[src/rtl/conv_window_gather.sv]
// Pulls 3-pixel vertical columns from the line-buffer router and assembles them into
// 3x3 windows with centre coordinates, pacing one frame per enable.
//
//   state | meaning
//   ------+---------------------------------------------------------------
//   IDLE  | waiting for enable_i; no columns requested
//   RUN   | requesting and accepting columns, emitting windows
//   DRAIN | last column accepted; waiting for the final window to be taken
module conv_window_gather #(
    parameter int WIDTH  = 640,
    parameter int HEIGHT = 480,
    parameter int PW     = 8
) (
    input  logic                       clk_i,
    input  logic                       reset_i,
    input  logic                       enable_i,
    input  logic [3*PW-1:0]            column_i,
    input  logic                       v_i,
    output logic                       request_o,
    output logic [9*PW-1:0]            window_o,
    output logic                       win_v_o,
    input  logic                       win_ready_i,
    output logic [$clog2(WIDTH)-1:0]   win_col_o,
    output logic [$clog2(HEIGHT)-1:0]  win_row_o,
    output logic                       frame_done_o
);

    localparam int CW = $clog2(WIDTH);
    localparam int RW = $clog2(HEIGHT);
    localparam logic [CW-1:0] COL_LAST = CW'(WIDTH - 1);
    localparam logic [RW-1:0] ROW_LAST = RW'(HEIGHT - 3);

    typedef enum logic [1:0] {
        IDLE  = 2'd0,
        RUN   = 2'd1,
        DRAIN = 2'd2
    } state_t;

    state_t          state_q;
    state_t          state_d;
    logic [CW-1:0]   col_cnt;
    logic [RW-1:0]   row_cnt;
    logic [3*PW-1:0] s0;
    logic [3*PW-1:0] s1;
    logic [9*PW-1:0] win_next;
    logic            accept;
    logic            emit;
    logic            last_col;
    logic            last_row;

    // A pending window blocks new columns unless it is being taken this cycle.
    assign request_o    = (state_q == RUN) && (!win_v_o || win_ready_i);
    assign accept       = request_o && v_i;
    assign last_col     = (col_cnt == COL_LAST);
    assign last_row     = (row_cnt == ROW_LAST);
    assign emit         = accept && (col_cnt >= CW'(2));
    assign frame_done_o = (state_q == DRAIN) && win_v_o && win_ready_i;

    always_ff @(posedge clk_i or negedge reset_i) begin
        if (!reset_i) begin
            state_q <= IDLE;
        end else begin
            state_q <= state_d;
        end
    end

    always_comb begin
        state_d = state_q;
        case (state_q)
            IDLE: begin
                if (enable_i) begin
                    state_d = RUN;
                end
            end
            RUN: begin
                if (accept && last_col && last_row) begin
                    state_d = DRAIN;
                end
            end
            DRAIN: begin
                if (win_v_o && win_ready_i) begin
                    state_d = IDLE;
                end
            end
            default: state_d = IDLE;
        endcase
    end

    always_ff @(posedge clk_i or negedge reset_i) begin
        if (!reset_i) begin
            col_cnt <= '0;
            row_cnt <= '0;
            s0      <= '0;
            s1      <= '0;
        end else if (accept) begin
            s0 <= s1;
            s1 <= column_i;
            if (last_col) begin
                col_cnt <= '0;
                row_cnt <= row_cnt + RW'(1);
            end else begin
                col_cnt <= col_cnt + CW'(1);
            end
        end else if (frame_done_o) begin
            col_cnt <= '0;
            row_cnt <= '0;
        end
    end

    // Column c=0 is the oldest (s0), c=2 the column arriving now.
    always_comb begin
        win_next = '0;
        for (int r = 0; r < 3; r++) begin
            win_next[(r*3+0)*PW +: PW] = s0[r*PW +: PW];
            win_next[(r*3+1)*PW +: PW] = s1[r*PW +: PW];
            win_next[(r*3+2)*PW +: PW] = column_i[r*PW +: PW];
        end
    end

    always_ff @(posedge clk_i or negedge reset_i) begin
        if (!reset_i) begin
            win_v_o   <= 1'b0;
            window_o  <= '0;
            win_col_o <= '0;
            win_row_o <= '0;
        end else if (emit) begin
            win_v_o   <= 1'b1;
            window_o  <= win_next;
            win_col_o <= col_cnt - CW'(1);
            win_row_o <= row_cnt + RW'(1);
        end else if (win_ready_i) begin
            win_v_o <= 1'b0;
        end
    end

endmodule

[config.mk]
export PLATFORM = sky130hd
export DESIGN_NAME = conv_window_gather
export DESIGN_NICKNAME = d
export VERILOG_FILES = /design/src/rtl/conv_window_gather.sv
export SDC_FILE = /design/constraint.sdc
export NUM_CORES = 1
export LEC_CHECK = 0
export CORE_AREA = 2 2 128 130
export CTS_CLUSTER_SIZE = 16
export DETAILED_ROUTE_END_ITERATION = 10
export DIE_AREA = 0 0 130 132
export PLACE_DENSITY_LB_ADDON = 0.08
export SLEW_MARGIN = 40
export SYNTH_ARGS = -nofsm -noshare
export SYNTH_HDL_FRONTEND = slang
export SYNTH_SLANG_ARGS = --single-unit
[constraint.sdc]
create_clock -name clk_i -period 2.3 [get_ports clk_i]
set_clock_uncertainty 0.1 [all_clocks]
set_input_delay 0.46 -clock clk_i [delete_from_list [all_inputs] [get_ports clk_i]]
set_output_delay 0.46 -clock clk_i [all_outputs]
set_load 0.01 [all_outputs]
==> results by group, run 1 <==
Setup path
  – Crit path cell chain: inv_1 > ha_1 > or3b_4 > or3b_1 > xnor2_1 > mux2_4
  – Critical Path Fanout Max: 7
  – Worst r2r src: col_cnt[0]$_DFFE_PN0P_
  – Worst path max stage delay: 0.45 ns
  – Cell count of the worst reg-to-reg path: 6
  – Reg2Reg Capture Point: win_col_o[8]$_DFFE_PN0P_
  – Worst R2R Setup Slack: 0.1 ns
  – Setup CP Type: flip-flop to flip-flop
  – Critical path launch point type: flip-flop
  – Worst path slowest cell: dfrtp_1
  – Setup crit end kind: flip-flop
  – CP Data Arrival Time: between 2 and 2.5 ns
  – Worst path required time: 2.51 ns

Finish
  – Layout area overhead: 32.8%
  – Proportion of layout cells with a drive suffix above 1: around 22%
  – Layout Nets: roughly 740
  – Utilization after layout: between 50% and 60%
  – Ant. Diodes: 0

Logic synthesis
  – Ys Warns: 0
  – Top cells by area, synth: dfrtp_1, mux2_4, nand2_1, mux2_2, buf_6
  – Syn_nets: between 500 and 600
  – Synth Area per Inst: ~12 um2
  – Top post-synthesis cells by count: nand2_1, dfrtp_1, mux2_4
  – Yosys cell types: 44
  – Dominant synthesized flop cell: dfrtp_1
  – Most common cell in the synthesized netlist: nand2_1
  – Post-synth EDFFs: 0
  – Area leader, netlist: dfrtp_1
  – Post-synthesis async set-or-reset flop share: between 90% and 100%
  – Register area share after synthesis: 57.9%
  – Synth Instances: 560
  – Mapped Area: 6950 um2
  – Top cell type's share of synthesized area: between 50% and 60%
  – Flops & latches, synth: 161

Drt
  – Drt total wl: roughly 15000 um
  – Initial drt markers: between 200 and 250
  – Antenna viol nets, final: 0
  – Post-DR vias/cell: between 4 and 5
  – Initial DRT Pass Iterations: 6
  – DRC viols: 0
  – DR WL/cell: 15.8 um
  – Vias post-DR: 4553

Floorplanning
  – Cell Rows: 46
  – I/O pin total: 123
  – Die width: 130 um
  – Die area: 17200 um2
  – Core area: 15700 um2
  – Die height: 132 um
  – Initial Util: 44.3%

Power and ir drop
  – P per Cell Area: 1330 nW/um2
  – Maximum vdd ir drop: 0.000584 V
  – Pleak: 0.00436 uW

Place
  – Port Buffers: roughly 120
  – Post-DP HPWL: 10300 um
  – RePlAce Congestion: 0.885

Clocking
  – H-tree levels: 4
  – Clk Tree Root Cell: clkbuf_16
  – CTS clk-pin slew, worst paths: roughly 0.060 ns
  – CTS tree: done
  – Max clock buf depth: 2
  – Skew-Pair Late Insertion Delay: 0.42 ns
  – Sink Count: 161
  – CTS buffer count: 17

GRT
  – Remaining Overflow, GRT: 0
  – Vias in the first global route: about 4700
  – First-pass GRT wire length: 24500 um
  – Initial antenna violation count: 0
  – Gr usage total: 18.1%
  – Largest net degree at the start of global routing: 53

STA
  – Fin crit share: 95.8%
  – Finish-stage setup viols: 0
  – Least-Margin Pin Slew: 0.492 ns
  – Final min period: between 2 and 2.5 ns
  – RSZ-0062 raised after global routing: false
  – Max_slew headroom: 66.9%
  – Fin. Hold Viols: 0
  – Final Hold Slack: roughly 0.38 ns
  – Fmax: approximately 0.45 GHz
  – Max-slew violations: 0

Outcome
  – Outcome: completed

Hold path
  – Hold Path Class: flip-flop to flip-flop
  – Worst Hold Depth: 2
  – Worst hold path startpoint: s0[18]$_DFFE_PN0P_
  – Worst Hold Endpoint: s0[18]$_DFFE_PN0P_

Run
  – Max-Cap Viols: 0
cells in the final DEF (no fill, tap or decap), types with 2 or more instances in the layout:
cell type and n:
inv_8 2, a21oi_1 4, nand2_1 162, inv_1 12, clkinvlp_4 3, and4_1 2, mux2i_1 11, nor2b_1 3
buf_12 8, o311ai_0 3, nor3_1 8, clkbuf_8 2, a31o_2 2, bufinv_16 3, dlygate4sd2_1 2, nand4_1 6
mux2_2 12, o2bb2ai_1 2, clkdlybuf4s50_1 119, or4_1 2, a31oi_1 2, nand3_1 14, nor2_1 4, buf_4 23
clkbuf_16 17, and3_1 4, o31ai_1 2, ha_1 5, xor2_1 4, xnor2_1 11, o21ai_0 3, inv_6 3
mux2_4 75, dfrtp_1 161
flip-flops by register name, indices dropped and copies added (netlist names):
register and flops:
s0 24, state_q 2, win_v_o 1, row_cnt 9, s1 24, win_col_o 10
col_cnt 10, window_o 72, win_row_o 9
cells by family after synthesis:
| group | share of synthesized area [%] |
|---|---|
| flops | 57.9 |
| fa+ha+maj | 0.900 |
| buf+inv | 3.49 |
| compound gates | 2.65 |
| xor+xnor | 1.89 |
| mux | 19.7 |
| simple gates | 13.4 |
timing repair:
action                     in CTS  in global routing
setup endpoints to repair       2                  0
hold buffers                    1                  0
resized for setup               2                  0
buffers inserted                0                  0
hold endpoints to repair       41                  0
through the flow:
stage,power [uW],setup TNS [ns],worst slack (ns),cell area (um2),cells
3_5_place_dp,9430,-12.71,-0.172,8600,900
6_report,12300,0,0.0960,9230,933
4_1_cts,12400,0,0.0772,9230,933
2_1_floorplan,7240,0,0.257,6950,560
3_3_place_gp,9300,-9.44,-0.134,8600,900
5_1_grt,13000,0,0.0121,9230,933
how the worst max path moves through the flow:
stage                           start                        to  slack (ns)
2_1_floorplan  col_cnt[0]$_DFFE_PN0P_  win_col_o[8]$_DFFE_PN0P_        0.26
3_3_place_gp              win_ready_i  win_row_o[6]$_DFFE_PN0P_       -0.13
3_5_place_dp              win_ready_i  window_o[18]$_DFFE_PN0P_       -0.17
4_1_cts        col_cnt[0]$_DFFE_PN0P_  win_col_o[8]$_DFFE_PN0P_        0.08
5_1_grt        col_cnt[0]$_DFFE_PN0P_  win_col_o[8]$_DFFE_PN0P_        0.01
6_report       col_cnt[0]$_DFFE_PN0P_  win_col_o[8]$_DFFE_PN0P_         0.1
per-layer routing:
metal / GRT usage [%] / wire length (um) / vias up
met1: 24.2 / 6740 / 2266
met5: 0 / 0 / -
met3: 3.90 / 475 / 16
li1: - / - / 2173
met2: 29.6 / 7310 / 98
met4: 5.79 / 190 / 0
power by group:
group / internal [uW] / switching, uW
registers: 3850 / 682
logic: 3010 / 1770
clock network: 1790 / 1170
total: 8650 / 3620
final cells by class:
type,count,area [um2]
inverters,12,45.0
clock buffers,19,453
multi-input cells,358,2700
well taps,216,270
repair buffers,154,1560
fillers,1278,6480
clock inverters,13,175
flip-flops and latches,161,4030
worst max-delay path: cells and delay by family, from the launching register on:
kind | cells | cell delay (ns)
and+or+nand+nor | 2 | 0.81
DFF | 1 | 0.45
buffers and inverters | 1 | 0.14
muxes | 1 | 0.26
adders and majority gates | 1 | 0.20
xor gates and xnor gates | 1 | 0.14
(Power assumes the default switching activity.)
==> run 2, diff against run 1 <==
--- a/config.mk
+++ b/config.mk
@@ -5,10 +5,10 @@
 export SDC_FILE = /design/constraint.sdc
 export NUM_CORES = 1
 export LEC_CHECK = 0
-export CORE_AREA = 2 2 128 130
+export CORE_AREA = 4 4 130 132
 export CTS_CLUSTER_SIZE = 16
 export DETAILED_ROUTE_END_ITERATION = 10
-export DIE_AREA = 0 0 130 132
+export DIE_AREA = 0 0 134 136
 export PLACE_DENSITY_LB_ADDON = 0.08
 export SLEW_MARGIN = 40
 export SYNTH_ARGS = -nofsm -noshare
==> run 2 against run 1 <==
Sequential share of layout area shrank 0.32 points; global-route usage shrank 0.94 points; worst hold slack got worse by 0.0027 ns; first-iteration DRC count rose by 20%; clock-buffer cell count increased by 5; setup slack better by 0.012 ns; critical path type unchanged; largest power group unchanged; highest routed layer unchanged.
==> results by group, run 2 (synthesis results as in run 1) <==
Drt
  – Post-DR vias/cell: 4.95
  – DRC viols: 0
  – DR WL/cell: approximately 16 um
  – Vias post-DR: ~4600
  – Initial drt markers: 258
  – Initial DRT Pass Iterations: 6
  – Drt total wl: about 15000 um
  – Antenna viol nets, final: 0

Place
  – RePlAce Congestion: 0.853
  – Port Buffers: 122
  – Placed insts: roughly 900
  – Post-DP HPWL: 10500 um
  – Placed Area: 8660 um2

Clocking
  – Setup Fix Bufs, Post-CTS: 0
  – CTS clk-pin slew, worst paths: 0.06 ns
  – Clk Tree Root Cell: clkbuf_16
  – CTS buffer count: 17
  – Sink Count: around 160
  – H-tree levels: 4
  – Skew-Pair Late Insertion Delay: approximately 0.42 ns
  – Max clock buf depth: 2
  – CTS tree: done

STA
  – Least-Margin Pin Slew: 0.431 ns
  – Final min period: around 2.2 ns
  – Fin crit share: 95.3%
  – Fmax: 0.456 GHz
  – Max-slew violations: 0
  – Max_slew headroom: between 70% and 80%
  – RSZ-0062 raised after global routing: false
  – Fin. Hold Viols: 0
  – Finish-stage setup viols: 0

GRT
  – First-pass GRT wire length: 24900 um
  – Largest net degree at the start of global routing: 50
  – Vias in the first global route: 4843
  – Remaining Overflow, GRT: 0
  – Gr usage total: about 17%
  – Initial antenna violation count: 0

Setup path
  – Worst setup startpoint: col_cnt[0]$_DFFE_PN0P_
  – Reg2Reg Capture Point: win_col_o[8]$_DFFE_PN0P_
  – Setup CP Type: flip-flop to flip-flop
  – Cell count of the worst reg-to-reg path: 6
  – Critical Path Sink: win_col_o[8]$_DFFE_PN0P_
  – Worst path required time: 2.50 ns
  – Worst R2R Setup Slack: 0.11 ns
  – Critical Path Fanout Max: 7
  – Worst r2r src: col_cnt[0]$_DFFE_PN0P_
  – Critical path launch point type: flip-flop
  – Setup crit end kind: flip-flop
  – CP Data Arrival Time: 2.39 ns

Power and ir drop
  – Maximum vdd ir drop: 0.000729 V
  – Pleak: 0.00439 uW
  – P per Cell Area: 1330 nW/um2

Finish
  – Reg with most FFs: window_o
  – Post-Layout Cell Count: 936
  – Proportion of layout cells with a drive suffix above 1: 22.8%
  – Multi-input gate area: 2700 um2
  – Ant. Diodes: 0
  – Number of flip-flops in the largest register: 72
  – Largest registers: window_o: 72 flops, s0: 24 flops, s1: 24 flops
  – Layout area overhead: 33.8%
  – Sequential cell area: 4030 um2
  – Commonest non-fill, non-tap cells in the layout: nand2_1, dfrtp_1, clkdlybuf4s50_1, mux2_4, buf_4
  – Layout Nets: 741
  – Commonest non-fill, non-tap cell in the layout: nand2_1
  – Final Cell Area: approximately 9300 um2
  – # fillers: 1281

Floorplanning
  – Die width: 134 um
  – Die height: between 100 and 150 um
  – Core area: 15700 um2
  – I/O pin total: roughly 120
  – Die area: 18200 um2
  – Initial Util: 44.3%
  – Cell Rows: between 40 and 50

Outcome
  – Outcome: completed

Run
  – Max-Cap Viols: 0

Hold path
  – Hold Path Class: flip-flop to flip-flop
run 2: cell count changes in the layout (fill, tap and decap cells not counted):
| cell | change |
|---|---|
| clkbuf_8 | +4 |
| buf_12 | +3 |
| inv_6 | -3 |
| inv_8 | -2 |
| clkbuf_1 | +1 |
| clkinv_2 | +1 |
| clkinvlp_4 | -1 |
| inv_1 | -1 |
| inv_2 | +1 |
run 2: cell type report:
type / instances / share of cell area [%]
inverters: 12 / 0.484
multi-input cells: 358 / 29.0
clock buffers: 24 / 5.50
clock inverters: 8 / 1.33
flip-flops and latches: 161 / 43.3
well taps: 216 / 2.91
repair buffers: 157 / 17.4
run 2: layer usage:
layer | vias up | track usage [%] | wire length [um]
met5 | - | 0 | 0
met4 | 0 | 6.34 | 262
met3 | 20 | 4.11 | 676
met2 | 124 | 27.6 | 7150
met1 | 2312 | 22.9 | 6740
li1 | 2173 | - | -
run 2: per-stage QoR:
stage	hold slack [ns]	util, %	worst slack [ns]	setup TNS (ns)	total power (uW)
3_5_place_dp	0.320	55.1	-0.185	-9.97	9550
6_report	0.375	59.2	0.108	0	12400
5_1_grt	0.408	59.2	0.0175	0	13100
2_1_floorplan	0.0644	-	0.257	0	7240
4_1_cts	0.379	59.2	0.0480	0	12600
3_3_place_gp	0.314	55.1	-0.161	-8.66	9420
run 2: how the worst min path moves through the flow:
stage | from | end | depth (start not counted)
3_3_place_gp | reset_i | window_o[6]$_DFFE_PN0P_ | 1
5_1_grt | s0[7]$_DFFE_PN0P_ | s0[7]$_DFFE_PN0P_ | 2
4_1_cts | s0[14]$_DFFE_PN0P_ | s0[14]$_DFFE_PN0P_ | 2
6_report | s0[14]$_DFFE_PN0P_ | s0[14]$_DFFE_PN0P_ | 2
3_5_place_dp | reset_i | window_o[22]$_DFFE_PN0P_ | 1
2_1_floorplan | reset_i | col_cnt[0]$_DFFE_PN0P_ | 0
run 2: what timing repair did:
| action | in CTS | in global routing |
|---|---|---|
| endpoints found under the setup margin | 2 | 1 |
| resized for setup | 2 | 1 |
| hold endpoints to repair | 42 | 0 |
| hold buffers | 1 | 0 |
run 2: critical path, cell delays in order (launching register included):
cell and delay, ns:
dfrtp_1 0.46, inv_2 0.12, ha_1 0.20, or3b_4 0.41, or3b_1 0.39, xnor2_1 0.14
mux2_4 0.26
run 2: report_power, final:
group / switching [uW] / internal (uW) / leakage [uW]
logic: 1810 / 3080 / 0.00207
clock network: 1100 / 1880 / 0.000308
registers: 680 / 3850 / 0.00202
total: 3590 / 8810 / 0.00439
==> run 3, diff against run 2 <==
--- a/config.mk
+++ b/config.mk
@@ -6,6 +6,7 @@
 export NUM_CORES = 1
 export LEC_CHECK = 0
 export CORE_AREA = 4 4 130 132
+export CTS_CLUSTER_DIAMETER = 200
 export CTS_CLUSTER_SIZE = 16
 export DETAILED_ROUTE_END_ITERATION = 10
 export DIE_AREA = 0 0 134 136
==> constraint.sdc (replaced) <==
create_clock -name clk_i -period 2.3 [get_ports clk_i]
set_clock_uncertainty 0.1 [all_clocks]
set_input_delay 0.345 -clock clk_i [delete_from_list [all_inputs] [get_ports clk_i]]
set_output_delay 0.345 -clock clk_i [all_outputs]
set_load 0.01 [all_outputs]
==> run 3 against run 2 <==
Utilization is 0.48 points lower; fmax is 0.96% higher; global-route usage is 0.56 points higher; final cell count is 0.64% lower; die area stayed put; routed wire length is 3.5% higher; sequential share of layout area is 0.35 points higher; setup slack better by 0.021 ns; design area is 0.81% lower; critical path type is now flip-flop to output pin; largest power group unchanged.
==> results by group, run 3 (synthesis results as in run 1) <==
Setup path
  – Cell count of the worst reg-to-reg path: 6
  – Worst path max stage delay: 0.57 ns
  – Critical Path Fanout Max: 5
  – Worst R2R Setup Slack: 0.14 ns
  – Crit path cell chain: nor2b_1 > nor3_1 > clkdlybuf4s50_1
  – Setup CP Type: flip-flop to output pin
  – Reg2Reg Capture Point: win_col_o[8]$_DFFE_PN0P_
  – Critical path launch point type: flip-flop
  – CP Data Arrival Time: 1.73 ns
  – Setup crit end kind: output pin
  – Worst path slowest cell: clkdlybuf4s50_1
  – Worst path required time: 1.86 ns
  – Worst r2r src: col_cnt[1]$_DFFE_PN0P_

GRT
  – Remaining Overflow, GRT: 0
  – First-pass GRT wire length: roughly 26000 um
  – Met2 Use GR: 28.8%
  – Met1 GRT Util: 23.4%
  – Largest net degree at the start of global routing: 59
  – Busiest grt layer: met2
  – Gr usage total: 17.8%
  – Initial antenna violation count: 0
  – Vias in the first global route: 4944
  – Global-route met3 utilization: under 10%

STA
  – Fin. Hold Viols: 0
  – Max-slew violations: 0
  – Finish-stage setup viols: 0
  – RSZ-0062 raised after global routing: false
  – Max_slew headroom: 63.1%
  – Fmax: 0.461 GHz
  – Final Hold Slack: 0.377 ns
  – Final min period: between 2 and 2.5 ns
  – Least-Margin Pin Slew: between 0.5 and 0.6 ns
  – Fin crit share: 94.4%

Floorplanning
  – I/O pin total: around 120
  – Die height: 136 um
  – Initial Util: ~44%
  – Die area: 18200 um2
  – Die width: 134 um
  – Cell Rows: 46
  – Core area: 15700 um2

Finish
  – Number of flip-flops in the largest register: 72
  – Largest registers: window_o: 72 flops, s0: 24 flops, s1: 24 flops
  – Commonest non-fill, non-tap cells in the layout: nand2_1, dfrtp_1, clkdlybuf4s50_1, mux2_4, buf_4
  – Proportion of layout cells with a drive suffix above 1: 22.0%
  – Reg with most FFs: window_o
  – Layout Nets: around 740
  – Ant. Diodes: 0
  – Post-Layout Cell Count: 930
  – Layout area overhead: 32.7%
  – Commonest non-fill, non-tap cell in the layout: nand2_1

Run
  – Max-Cap Viols: 0

Drt
  – DR WL/cell: 16.5 um
  – Drt total wl: between 15000 and 20000 um
  – Antenna viol nets, final: 0
  – Post-DR vias/cell: 4.96
  – Vias post-DR: 4609
  – Initial drt markers: 266
  – DRC viols: 0
  – Initial DRT Pass Iterations: 4

Clocking
  – Sink Count: approximately 160
  – CTS tree: done
  – CTS clk-pin slew, worst paths: roughly 0.06 ns
  – Clk Tree Root Cell: clkbuf_16
  – Post-CTS sizing: 0
  – Skew-Pair Late Insertion Delay: 0.42 ns
  – H-tree levels: 4
  – Max clock buf depth: 2
  – CTS buffer count: 17

Power and ir drop
  – Maximum vdd ir drop: 0.000527 V
  – P per Cell Area: between 1000 and 1500 nW/um2
  – Pleak: roughly 0.0043 uW

Place
  – Post-DP HPWL: 10800 um
  – Port Buffers: 122
  – Placed insts: 897
  – RePlAce Congestion: about 0.85

Hold path
  – Hold Path Class: input port to asynchronous set/reset pin

Outcome
  – Outcome: completed
## run 3: cell types whose count changed in the layout (fill, tap and decap cells not counted)
cell	change
inv_1	+1
clkdlybuf4s50_1	+2
inv_2	-1
buf_4	-5
dlygate4sd2_1	-2
buf_12	-1
clkinv_4	+4
clkbuf_8	-4
## run 3: power breakdown
| part | switching, uW | total [uW] | internal (uW) |
|---|---|---|---|
| registers | 699 | 4550 | 3850 |
| clock network | 1120 | 2890 | 1770 |
| logic | 1820 | 4880 | 3060 |
| total | 3640 | 12300 | 8680 |
## run 3: critical path: cells and delay by family (launching register included)
| kind | cells | cell delay [ns] |
|---|---|---|
| buffers and inverters | 1 | 0.57 |
| AND/OR/NAND/NOR | 2 | 0.32 |
| flip-flops | 1 | 0.42 |
## run 3: through the flow
| stage | area [um2] | total power, uW | setup TNS [ns] | setup WS [ns] | util (%) |
|---|---|---|---|---|---|
| CTS | 9230 | 12500 | 0 | 0.112 | 58.7 |
| finish | 9230 | 12300 | 0 | 0.129 | 58.7 |
| floorplan | 6950 | 7240 | 0 | 0.257 | - |
| global placement | 8600 | 9400 | -1.13 | -0.0388 | 54.7 |
| detailed placement | 8600 | 9520 | -2.50 | -0.0701 | 54.7 |
| global route | 9230 | 13000 | 0 | 0.0411 | 58.7 |
## run 3: final cells by class
| type | count | area [um2] |
|---|---|---|
| multi-input cells | 358 | 2700 |
| clock inverters | 12 | 159 |
| repair buffers | 151 | 1570 |
| clock buffers | 20 | 457 |
| fillers | 1300 | 6490 |
| well taps | 216 | 270 |
| flip-flops and latches | 161 | 4030 |
| inverters | 12 | 45.0 |
## run 3: what timing repair did
| item | CTS | global route |
|---|---|---|
| endpoints found under the hold margin | 53 | 0 |
| hold buffers | 1 | 0 |
| buffers inserted | 0 | 0 |
## run 3: worst max-delay path by stage
stage	startpoint	endpoint	slack, ns	depth (start not counted)
CTS	win_v_o$_DFFE_PN0P_	request_o	0.11	3
global placement	win_ready_i	window_o[16]$_DFFE_PN0P_	-0.04	7
finish	win_v_o$_DFFE_PN0P_	request_o	0.13	3
global route	win_v_o$_DFFE_PN0P_	request_o	0.04	3
floorplan	col_cnt[0]$_DFFE_PN0P_	win_col_o[8]$_DFFE_PN0P_	0.26	6
detailed placement	win_ready_i	window_o[3]$_DFFE_PN0P_	-0.07	7
## run 3: per-layer routing
layer | wire (um) | part of all wire [%]
met1 | 6930 | 45
met3 | 722 | 4.7
met4 | 180 | 1.2
met5 | 0 | 0
met2 | 7510 | 49
